## src/rtl/microwave_timer_ctrl.sv

```systemverilog
// Microwave cook-timer controller: keypad entry into an MM:SS BCD register,
// per-second countdown from an internal prescaler, pause/resume and done beep.
module microwave_timer_ctrl #(
    parameter int TICKS_PER_SEC = 1000,
    parameter int BEEP_SECS     = 3
) (
    input  logic       clk,
    input  logic       clear,
    input  logic       key_valid,
    input  logic [3:0] key_digit,
    input  logic       start,
    input  logic       stop,
    input  logic       door_closed,
    output logic       heating,
    output logic       beep,
    output logic       done,
    output logic [1:0] state,
    output logic [3:0] min_tens,
    output logic [3:0] min_ones,
    output logic [3:0] sec_tens,
    output logic [3:0] sec_ones
);

    localparam int PW       = (TICKS_PER_SEC > 1) ? $clog2(TICKS_PER_SEC) : 1;
    localparam int BEEP_CYC = BEEP_SECS * TICKS_PER_SEC;
    localparam int BW       = (BEEP_CYC > 1) ? $clog2(BEEP_CYC) : 1;
    localparam logic [PW-1:0] PRESC_LAST = PW'(TICKS_PER_SEC - 1);
    localparam logic [BW-1:0] BEEP_LAST  = BW'(BEEP_CYC - 1);

    typedef enum logic [1:0] {
        IDLE   = 2'd0,
        COOK   = 2'd1,
        PAUSED = 2'd2,
        DONE   = 2'd3
    } state_t;

    state_t         st;
    logic [15:0]    tm;
    logic [PW-1:0]  presc;
    logic [BW-1:0]  beep_cnt;
    logic [15:0]    tm_dec;

    // One-second BCD decrement with ones/tens borrow; 00:00 stays 00:00.
    function automatic logic [15:0] bcd_dec(input logic [15:0] t);
        logic [3:0] mt, mo, stn, so;
        {mt, mo, stn, so} = t;
        if (so != 4'd0) begin
            so = so - 4'd1;
        end else if (stn != 4'd0) begin
            so  = 4'd9;
            stn = stn - 4'd1;
        end else if ({mt, mo} != 8'd0) begin
            so  = 4'd9;
            stn = 4'd5;
            if (mo != 4'd0) begin
                mo = mo - 4'd1;
            end else begin
                mo = 4'd9;
                mt = mt - 4'd1;
            end
        end
        return {mt, mo, stn, so};
    endfunction

    assign tm_dec   = bcd_dec(tm);
    assign heating  = (st == COOK) & door_closed;
    assign state    = st;
    assign min_tens = tm[15:12];
    assign min_ones = tm[11:8];
    assign sec_tens = tm[7:4];
    assign sec_ones = tm[3:0];

    always_ff @(posedge clk) begin
        if (clear) begin
            st       <= IDLE;
            tm       <= 16'h0000;
            presc    <= '0;
            beep_cnt <= '0;
            beep     <= 1'b0;
            done     <= 1'b0;
        end else begin
            done <= 1'b0;
            case (st)
                IDLE: begin
                    if (stop) begin
                        tm <= 16'h0000;
                    end else if (start && door_closed && (tm != 16'h0000)) begin
                        st    <= COOK;
                        presc <= '0;
                    end else if (key_valid && (key_digit <= 4'd9)) begin
                        tm <= {tm[11:0], key_digit};
                    end
                end
                COOK: begin
                    if (stop || !door_closed) begin
                        st <= PAUSED;
                    end else if (presc == PRESC_LAST) begin
                        presc <= '0;
                        tm    <= tm_dec;
                        if (tm_dec == 16'h0000) begin
                            st       <= DONE;
                            done     <= 1'b1;
                            beep     <= 1'b1;
                            beep_cnt <= '0;
                        end
                    end else begin
                        presc <= presc + 1'b1;
                    end
                end
                PAUSED: begin
                    // Prescaler is left untouched so the partial second resumes.
                    if (stop) begin
                        st <= IDLE;
                        tm <= 16'h0000;
                    end else if (start && door_closed) begin
                        st <= COOK;
                    end
                end
                DONE: begin
                    if (stop || (beep_cnt == BEEP_LAST)) begin
                        st   <= IDLE;
                        beep <= 1'b0;
                    end else begin
                        beep_cnt <= beep_cnt + 1'b1;
                    end
                end
                default: st <= IDLE;
            endcase
        end
    end

endmodule
```

## config.mk

```make
export PLATFORM = sky130hd
export DESIGN_NAME = microwave_timer_ctrl
export DESIGN_NICKNAME = d
export VERILOG_FILES = /design/src/rtl/microwave_timer_ctrl.sv
export SDC_FILE = /design/constraint.sdc
export NUM_CORES = 1
export LEC_CHECK = 0
export ABC_CLOCK_PERIOD_IN_PS = 5700
export CORE_MARGIN = 1.5
export CORE_UTILIZATION = 60
export CTS_BUF_LIST = sky130_fd_sc_hd__clkbuf_2 sky130_fd_sc_hd__clkbuf_4 sky130_fd_sc_hd__clkbuf_8
export CTS_CLUSTER_DIAMETER = 200
export DETAILED_ROUTE_END_ITERATION = 7
export PLACE_DENSITY = 0.84
export SETUP_SLACK_MARGIN = 0.02
export SYNTH_ARGS = -nofsm -noshare
export SYNTH_HDL_FRONTEND = slang
export SYNTH_SLANG_ARGS = --single-unit
```

## constraint.sdc

```tcl
create_clock -name clk -period 5.7 [get_ports clk]
set_input_delay 0.855 -clock clk [delete_from_list [all_inputs] [get_ports clk]]
set_output_delay 0.855 -clock clk [all_outputs]
set_load 0.02 [all_outputs]
```

Yosys cells after proc, flatten, opt, wreduce, memory -nomap -nowiden
Cells that the tools add are included.

storage, ports and cells
  logic and storage cells = 102
  input bits = 10
  flip-flop bits (word level) = 42
  output and inout port bits = 21

cells by class
  bitwise gates (word level) = 3
  add/sub/neg operators = 6
  order comparisons = 1
  reduce and logical (&&, ||, !) cells = 22
  eq/ne operators = 18
  muxes and demuxes = 46

operator list
  kind                                                                      count
  16-bit 2-to-1 mux                                                         6
  4-bit 2-to-1 mux                                                          14
  12-bit 2-to-1 mux                                                         4
  16-bit case mux with 3 select lines                                       1
  10-bit 2-to-1 mux                                                         4
  12-bit case mux with 2 select lines                                       1
  10-bit case mux with 2 select lines                                       1
  16-bit zero test                                                          1
  2-bit 2-to-1 mux                                                          8
  16-bit nonzero test                                                       1
  4-bit by 1-bit subtractor with 4-bit output (second input constant)       4
  12-bit by 1-bit adder with 12-bit output (second input constant)          1
  12-bit == test (second input constant)                                    1
  2-bit inequality test (second input constant)                             6
  6-bit AND reduction                                                       2
  4-bit nonzero test                                                        3
  10-bit by 1-bit adder with 10-bit output (second input constant)          1
  10-bit == test (second input constant)                                    1
  5-bit AND reduction                                                       2
  3-bit inequality test (second input constant)                             3
  2-bit case mux with 4 select lines                                        1
  8-bit nonzero test                                                        1
  3-bit by 1-bit inequality test with 1-bit output (second input constant)  2
  1-bit 2-to-1 mux                                                          5
  15 further kinds                                                          22

Logic depth before layout (Yosys ltp)
Gate-level depths: netlist (run 1).

  depth in word-level cells = 10
  mapped depth = 11
  gate-level depth less buffers = 9

Worst setup path after synthesis (run 1)
Ideal clock, no wire load.

  path type = input to register
  start = in stop
  end = reg beep_cnt[10]
  arrival = 2.619 ns
  data required time = 5.628 ns
  path buffers = 2
  library setup time = 0.072 ns
  cell stages on the path = 7
  setup slack = 3.009 ns
  cells stage by stage = clkbuf_1 > a21oi_1 > and2b_1 > clkbuf_1 > or4b_2 > a21oi_1 > mux2i_1

between the ends
  longest elaborated chain between the ends = 3
  elaborated cells between the ends (all ways) = 5
  classes of those cells = eq/ne (2); reduce/logical (3)

ends and longest elaborated chain
  what                                    line     RTL
  start, declared                         12       input logic stop,
  1-bit logical OR (on tied branches)     120, 95
  2-bit inequality test (no source line)  -
  5-bit AND reduction (no source line) *  -
  end signal, assigned                    124      beep_cnt <= beep_cnt + 1'b1;
  end, declared                           40       logic [BW-1:0] beep_cnt;

Every way passes the cells marked *; elsewhere a longest branch is shown, timed or not.
A chain may end at the register's enable or synchronous reset.

Final worst setup path (run 1)
  start = reg tm[4]
  end = reg tm[4]

between the ends
  longest elaborated chain between the ends = 6
  elaborated cells between the ends (all ways) = 12
  classes of those cells = add/sub (1); eq/ne (1); mux (6); reduce/logical (4)

ends and longest elaborated chain
  what                                                                       line  RTL
  start, declared                                                            38    logic [15:0] tm;
  start signal, assigned                                                     91    tm <= {tm[11:0], key_digit};
  start signal, assigned                                                     99    tm <= tm_dec;
  4-bit by 1-bit subtractor with 4-bit output, or another cell as far along  51    stn = stn - 4'd1;
  4-bit 2-to-1 mux                                                           49    end else if (stn != 4'd0) begin
  4-bit 2-to-1 mux                                                           47    if (so != 4'd0) begin
  16-bit 2-to-1 mux                                                          97    end else if (presc == PRESC_LAST) begin
  16-bit 2-to-1 mux                                                          95    if (stop || !door_closed) begin
  16-bit case mux with 3 select lines                                        83    case (st)

Several ways; a longest one is shown, not always the timed one. The select of a mux whose other input is x is not followed.

==> results.cfg, run 1 <==
[yosys]
synth_seq_area_share = 0.277
synthCells = 363
syn_area_um2 = 3030
synthesis.nets = 385
synth_ff_type = dfxtp_1
synth-edff-count = 0
synth.avg_cell_area_um2 = 8.35
async_flop_share = 0
ys_ff_latch = 42
ys_types = 70
yosys_warnings = 0

[critical_path]
crit_path_end_kind = flop
cp-endpoint = tm[4]$_SDFFE_PP0P_
worst-r2r-cell-count = 9
slowest_stage = nor3b_1
cp-startpoint = tm[4]$_SDFFE_PP0P_
path_max_fanout = 32
criticalPathCategory = flop to flop
start_kind = flop
required_ps = 5900
worst-path-buf-inv = 1
crit_cells = 9
r2r_slack_ps = 1870
rr_startpoint = tm[4]$_SDFFE_PP0P_
max_stage_delay_ps = 980
crit_chain = inv_1, ha_1, nor3b_1, nand4_1, a31o_2, a21oi_1, o21a_1, nor2_1, a311oi_1
critPathArrivalTime_ps = 4030
r2r_end = tm[4]$_SDFFE_PP0P_
critical_path.top_delay_family = compound AO/OA/AOI/OAI gates

[routing]
firstDrtPassIters = 5
wl_per_cell_um = 15.3
routed_via_density = 6.24
route.met2.wl_um = 3150
vias = 2775
wl_met3_um = 294
wirelength_um = 6790
antenna_left = 0
met1_length_um = 3260
top_layer_used = met4
drt-initial-drc-count = 170
drc = 0

[worst_hold_path]
hold_path_class = flop to flop
worstHoldStart = beep_cnt[9]$_SDFFE_PP0P_

[floorplanning]
pin_count = 31
dieArea_um2 = 5490
coreArea_um2 = 4790
rows = 25
fp.dieW_um = 74.1
fp.dieH_um = 74.1
initial_core_util = 0.633

[cells_and_area]
nets = 399
layout-drive-gt1-share = 0.0767
finalInstanceArea_um2 = 3380
diodes = 0
area_delta_synth_final_pct = 11.4

[place]
dp_hpwl_um = 4720
gp_congestion = 0.910
dpl_worst_slack_ps = 1970
portBuffers = 30
placed_area_um2 = 3240

[power]
vdd_ir_drop_max_uv = 398
switching_share = 0.470
switching_power_uw = 812
internal_power_uw = 915
power_density_nw_per_um2 = 511
p_leak_uw = 0.00116
p_clk_frac = 0.166
seq_power_share = 0.259
combPwrFrac = 0.575

[clock_network]
clkLatencyLatePin_ps = 300
clkSlewWorstSetupHoldPaths_ps = 90
htreeDepth = 2
cts.sinks = 42
cts_tree = built
hold_buffers = 0
cts_root_buf = clkbuf_8
cts_buffers = 5
cts.path.max_buffers = 2
ctsResizeCount = 0
postCtsSetupRepairBufs = 0

[sta]
timing.final.crit_period_ps = 3830
tns_ps = 0
fmaxAchievable_mhz = 261
drv_slew = 0
setup_viol = 0
rsz0062_at_grt = false
tightestPinTransition_ps = 1220
hold_violations = 0
finClkSkew_ps = 8.56
min_period_over_period = 0.672
fin_ws_ps = 1870
slew-limit-headroom = 0.188

[grt]
grt_pass1_vias = 2438
globalRouteOverflowTotal = 0
antenna_found_initial = 0
grt_max_degree = 33
grt_pass1_wl_um = 11400
gr-usage-all-layers = 0.261

[run]
max_cap_viol_count = 0

[run_status]
status = finished, final reports clean
[cell type report]
| class | instances | area, um2 |
|---|---|---|
| repair buffers | 30 | 300 |
| clock inverters | 3 | 68.8 |
| inverters | 15 | 56.3 |
| clock buffers | 5 | 68.8 |
| multi-input cells | 283 | 1960 |
| fillers | 387 | 1410 |
| flip-flops and latches | 42 | 841 |
| well taps | 67 | 83.8 |
[worst min-delay path by stage]
stage / depth (start not counted) / end
final: 2 / beep_cnt[9]$_SDFFE_PP0P_
after global routing: 2 / beep_cnt[9]$_SDFFE_PP0P_
after CTS: 2 / beep_cnt[9]$_SDFFE_PP0P_
after detailed placement: 2 / beep_cnt[9]$_SDFFE_PP0P_
after global placement: 2 / beep_cnt[9]$_SDFFE_PP0P_
after floorplan: 2 / beep_cnt[9]$_SDFFE_PP0P_
[power groups by stage]
| stage | logic [uW] | clock network (uW) | registers (uW) |
|---|---|---|---|
| after global routing | 1090 | 299 | 458 |
| final | 994 | 286 | 447 |
| after CTS | 984 | 287 | 445 |
| after detailed placement | 976 | 0 | 452 |
| after floorplan | 758 | 0 | 477 |
| after global placement | 954 | 0 | 451 |
[per-layer routing]
layer	GRT usage	vias to the layer above
li1	-	1371
met1	0.356	1322
met2	0.425	73
met3	0.0447	9
met4	0.0700	0
met5	0	-
[worst min-delay path: stages (launching register included)]
cell and delay (ps):
dfxtp_1 330, nand3_1 60, mux2i_1 50
[metrics by stage]
| stage | hold WS, ps | cells | total power, uW | util |
|---|---|---|---|---|
| finish | 480 | 445 | 1730 | 0.706 |
| detailed placement | 470 | 437 | 1430 | 0.677 |
| global route | 508 | 445 | 1840 | 0.706 |
| floorplan | 450 | 363 | 1230 | - |
| CTS | 483 | 445 | 1720 | 0.706 |
| global placement | 464 | 437 | 1410 | 0.677 |
[Yosys cell counts, types with 4 or more instances]
cell	instances	area [um2]
a211oi_1	18	135
a21oi_1	21	105
a22oi_1	6	45.0
a31oi_1	5	31.3
and3_1	4	25.0
buf_2	5	25.0
buf_6	5	56.3
clkbuf_1	7	26.3
dfxtp_1	42	841
ha_1	12	150
inv_1	14	52.6
mux2i_1	15	150
nand2_1	25	93.8
nand3_1	24	120
nand3b_1	12	90.1
nand4_1	12	75.1
nor2_1	44	165
nor3_1	7	35.0
o21ai_0	7	35.0
xnor2_1	4	35.0
xor2_1	8	70.1
[placed cells by master (no fill, tap or decap), types with 3 or more instances in the layout]
cell / count
nor3_1: 7
nor3b_1: 3
ha_1: 12
dfxtp_1: 42
o21a_1: 3
clkbuf_8: 5
or3b_1: 3
nand4b_1: 3
and3_1: 4
a32oi_1: 3
nor2_1: 44
clkdlybuf4s50_1: 30
a22oi_1: 6
a21oi_1: 21
nand4_1: 12
a31oi_1: 5
nand3_1: 24
nand2_1: 25
xor2_1: 8
a211oi_1: 18
xnor2_1: 4
o21ai_0: 7
mux2i_1: 15
nand3b_1: 12
inv_1: 14
[cell families after synthesis]
family                     count (synthesis)  share of synthesized area
xor gates and xnor gates                  12                     0.0347
and+or+nand+nor                          160                      0.308
AOI/OAI and AO/OA                         84                      0.204
DFF                                       42                      0.277
adders and majority gates                 12                     0.0495
muxes                                     15                     0.0495
buffers and inverters                     38                     0.0768
[state kept, by name, indices dropped and copies added (netlist names)]
name      count
state         2
done          1
beep          1
beep_cnt     12
tm           16
presc        10
(Power assumes the default switching activity.)
==> run 2, diff against run 1 <==
Settings changed: ABC_CLOCK_PERIOD_IN_PS 5700 to 3600, CORE_UTILIZATION 60 to 59, PLACE_DENSITY 0.84 to 0.82.
Clock period 5.7 ns to 3.6 ns, I/O delays scaled along.
==> run 2 against run 1 <==
  * Non-clock buffer count rose by 6
  * Clock power rose by 11%
  * Routed wire length rose by 3.2%
  * Combinational power rose by 61%
  * First-iteration DRC count did not move
  * Sequential power rose by 60%
  * Sequential cell count did not move
  * Register-to-register slack got worse by 1300 ps
  * Critical path depth did not move
  * Clock-buffer cell count rose by 1
  * Utilization fell by 0.86 points
  * Global-route usage rose by 0.56 points
  * Largest cell class unchanged
==> results.cfg, run 2 (synthesized netlist as in run 1, its figures left out) <==
[power]
vdd_ir_drop_max_uv = 599
p_leak_uw = 0.00117
power_density_nw_per_um2 = 779

[routing]
vias = 2823
drc = 0
antenna_left = 0
drt-initial-drc-count = 170
routed_via_density = 6.26
wl_per_cell_um = 15.5
wirelength_um = 7000
firstDrtPassIters = 5

[floorplanning]
initial_core_util = 0.625
rows = 25
fp.dieH_um = 74.7
coreArea_um2 = 4850
fp.dieW_um = 74.7
dieArea_um2 = 5580
pin_count = 31

[cells_and_area]
layout_common_cells = nor2_1 (44), dfxtp_1 (42), clkdlybuf4s50_1 (30), nand2_1 (25), nand3_1 (24)
largest-register = tm
diodes = 0
layout-drive-gt1-share = 0.0938
largest_register_ffs = 16
layout.cells.most_common = nor2_1
num-fill-cells = 422
top_regs = tm: 16 flops, beep_cnt: 12 flops, presc: 10 flops
fin_util = 0.697
nets = 405
area_delta_synth_final_pct = 11.5

[critical_path]
path_common_cell = mux2i_1
crit_cells = 9
max_stage_delay_ps = 540
crit_path_end_kind = flop
required_ps = 3850
crit_chain = inv_1, ha_1, nor3b_4, nand4_1, mux2i_1, and4b_4, nand4_4, a2111oi_2, mux2i_1
worst-r2r-cell-count = 9
path_max_fanout = 14
critical_path.top_delay_family = simple AND/OR/NAND/NOR gates
critPathArrivalTime_ps = 3290
worst-path-buf-inv = 1
criticalPathCategory = flop to flop
slowest_stage = nor3b_4
start_kind = flop

[clock_network]
cts.sinks = 42
htreeDepth = 2
cts_tree = built
postCtsSetupRepairBufs = 0
clkLatencyLatePin_ps = 310
cts_buffers = 5
hold_buffers = 0
clkSlewWorstSetupHoldPaths_ps = 90
cts_root_buf = clkbuf_8
cts.path.max_buffers = 2

[sta]
tns_ps = 0
tightestPinTransition_ps = 661
fin_ws_ps = 555
rsz0062_at_grt = false
drv_slew = 0
slew-limit-headroom = 0.548
min_period_over_period = 0.846
hold_violations = 0
finClkSkew_ps = 17.3
timing.final.crit_period_ps = 3040
fmaxAchievable_mhz = 328
setup_viol = 0

[grt]
grt_max_degree = 33
antenna_found_initial = 0
grt_pass1_wl_um = 11700
globalRouteOverflowTotal = 0
gr-usage-all-layers = 0.266
grt_pass1_vias = 2474

[place]
gp_congestion = 0.911
dp_hpwl_um = 4840
dpl_worst_slack_ps = 244
portBuffers = 30

[run]
max_cap_viol_count = 0

[worst_hold_path]
hold_path_class = flop to flop
hold_depth = 2

[run_status]
status = finished, final reports clean
==> run 2: final timing paths <==
kind	slack [ps]	start	endpoint
setup / recovery	560	tm[0]$_SDFFE_PP0P_	beep_cnt[8]$_SDFFE_PP0P_
setup reg to reg	560	tm[0]$_SDFFE_PP0P_	beep_cnt[8]$_SDFFE_PP0P_
hold / removal	480	beep_cnt[9]$_SDFFE_PP0P_	beep_cnt[9]$_SDFFE_PP0P_
hold reg to reg	480	beep_cnt[9]$_SDFFE_PP0P_	beep_cnt[9]$_SDFFE_PP0P_
==> run 2: repair_timing <==
item                                    CTS  global route
gates resized for setup                   0             1
endpoints found under the setup margin    0             4
hold endpoints to repair                  0             0
==> run 2: power by group <==
group | internal (uW) | switching, uW
Combinational | 644 | 957
Clock | 145 | 173
Sequential | 548 | 166
==> run 2: final cells by class <==
class	count	area, um2	share of cell area
clock buffers	6	76.3	0.0226
clock inverters	2	13.8	0.00407
inverters	15	56.3	0.0167
multi-input cells	283	1960	0.581
flip-flops and latches	42	841	0.249
well taps	67	83.8	0.0248
repair buffers	36	345	0.102
==> run 2: stage by stage <==
step	area [um2]	total power [uW]	cells	hold WS [ps]
floorplan	3030	1950	363	450
global placement	3280	2240	443	462
detailed placement	3280	2290	443	473
CTS	3370	2610	451	485
global route	3380	2800	451	519
finish	3380	2630	451	482
==> run 2: worst min-delay path, stage by stage, from the launching register on <==
cell	delay (ps)
dfxtp_1	330
nand3_1	60
mux2i_1	50
==> run 2: routing by layer <==
| layer | wire [um] | GRT usage | vias to the layer above |
|---|---|---|---|
| met1 | 3290 | 0.382 | 1325 |
| met2 | 3230 | 0.421 | 98 |
| met5 | 0 | 0 | - |
| li1 | - | - | 1394 |
| met4 | 76 | 0.0667 | 0 |
| met3 | 405 | 0.0415 | 6 |
==> RTL change, RTL diff (config.mk and constraints of run 2) <==
Set the parameter `BEEP_SECS` to 6 (it was 3).
--- a/src/rtl/microwave_timer_ctrl.sv
+++ b/src/rtl/microwave_timer_ctrl.sv
@@ -2,7 +2,7 @@
 // per-second countdown from an internal prescaler, pause/resume and done beep.
 module microwave_timer_ctrl #(
     parameter int TICKS_PER_SEC = 1000,
-    parameter int BEEP_SECS     = 3
+    parameter int BEEP_SECS     = 6
 ) (
     input  logic       clk,
     input  logic       clear,
Behaviour: no difference found for any inputs over 4 cycles, from zero or initial values; that may be too few to reach the edited logic, so the function may still have changed.
==> RTL change against run 2 <==
  * Total power grew 12%
  * Design area grew 3.1%
  * Global-route usage grew 0.25 points
  * Critical path depth grew 1
  * Non-clock buffer count shrank 2
  * Sequential cell count grew 1
  * Wire length grew 4.1%
  * Worst setup slack lost 0.26 ns
  * Fmax shrank 7.7%
  * Area after synthesis grew 0.91%
  * Sequential share of layout area shrank 0.18 points
  * Worst hold slack gained 0.038 ns
  * Clock skew shrank 0.011 ns
  * Clock power grew 25%
  * Largest cell class unchanged
==> RTL change: results <==
group,metric,value,unit
status,outcome,"finished, final reports clean",
sta,tightest_slew,0.7468,ns
sta,layout_worst_path_cycle_share,0.9167,
cells_and_area,drive_gt1_frac,0.09320,
sta,finClkSkew,0.005998,ns
grt,grt_pass1_wl,11700,um
placed_design,dp_hpwl,5133,um
route,routedWlPerCell,15.61,um
grt,grt_pass1_vias,2590,
route,num_vias,2925,
cells_and_area,top_regs,"tm (16), beep_cnt (13), presc (10)",
placed_design,dp.cells,459,
grt,track_usage,0.2687,
cells_and_area,register_area,860.8,um2
yosys,syn_nets,399,
yosys,synth_common_cells,"dfxtp_1 (43), nand2_1 (37), nor2_1 (33)",
yosys,syn_area_per_cell,8.115,um2
placed_design,placed_cell_area,3368,um2
placed_design,dp_slack,0.4469,ns
yosys,ys_types,72,
cells_and_area,fillers,433,
pwr,vdd_drop_max,0.0005938,V
pwr,leakage,1.109,nW
yosys,seq_area_frac_synth,0.2814,
critical_path,crit_fanout,17,
[RTL change: cell count changes after synthesis, sizes merged, moves of 5 or more]
cell / change
inv: +11
nor2: -12
nand3b: -12
a21oi: +6
nand2: +11
nand3: -12
nand4: -5
o211ai: +21
or3: +6
[RTL change: cell families (layout without fill, tap and decap cells)]
kind of cell | Yosys count | after routing | synth area share
compound gates | 118 | 118 | 0.2937
flops | 43 | 43 | 0.2814
xor+xnor | 8 | 8 | 0.02290
fa+ha+maj | 12 | 12 | 0.04908
simple gates | 135 | 135 | 0.2389
buf+inv | 47 | 67 | 0.06789
mux | 14 | 14 | 0.04621
[RTL change: area by class of cell]
type	count	area share
tap	70	0.02513
inverter	25	0.02692
clock buffer	6	0.02369
timing repair buffer	34	0.09476
sequential	43	0.2469
clock inverter	2	0.01005
multi-input combinational	287	0.5725
[RTL change: power breakdown]
part / leakage, nW / switching (W) / internal [W]
Combinational: 0.698 / 0.00105 / 0.000728
Sequential: 0.350 / 0.000193 / 0.000570
Clock: 0.0612 / 0.000171 / 0.000225
[RTL change: final timing paths]
check / from / endpoint / slack [ns] / depth (start not counted)
worst max register to register: tm[0]$_SDFFE_PP0P_ / beep_cnt[0]$_SDFFE_PP0P_ / 0.30 / 10
worst max-delay path: tm[0]$_SDFFE_PP0P_ / beep_cnt[0]$_SDFFE_PP0P_ / 0.30 / 10
worst min register to register: presc[5]$_SDFFE_PP0P_ / presc[5]$_SDFFE_PP0P_ / 0.52 / 2
worst min-delay path: presc[5]$_SDFFE_PP0P_ / presc[5]$_SDFFE_PP0P_ / 0.52 / 2
[RTL change: per-layer routing]
metal	share of wire	wire [um]	track usage	up-vias
li1	-	-	-	1444
met1	0.44	3218	0.3426	1380
met2	0.49	3562	0.4484	86
met3	0.053	384	0.04685	15
met4	0.017	124	0.1111	0
met5	0	0	0	-
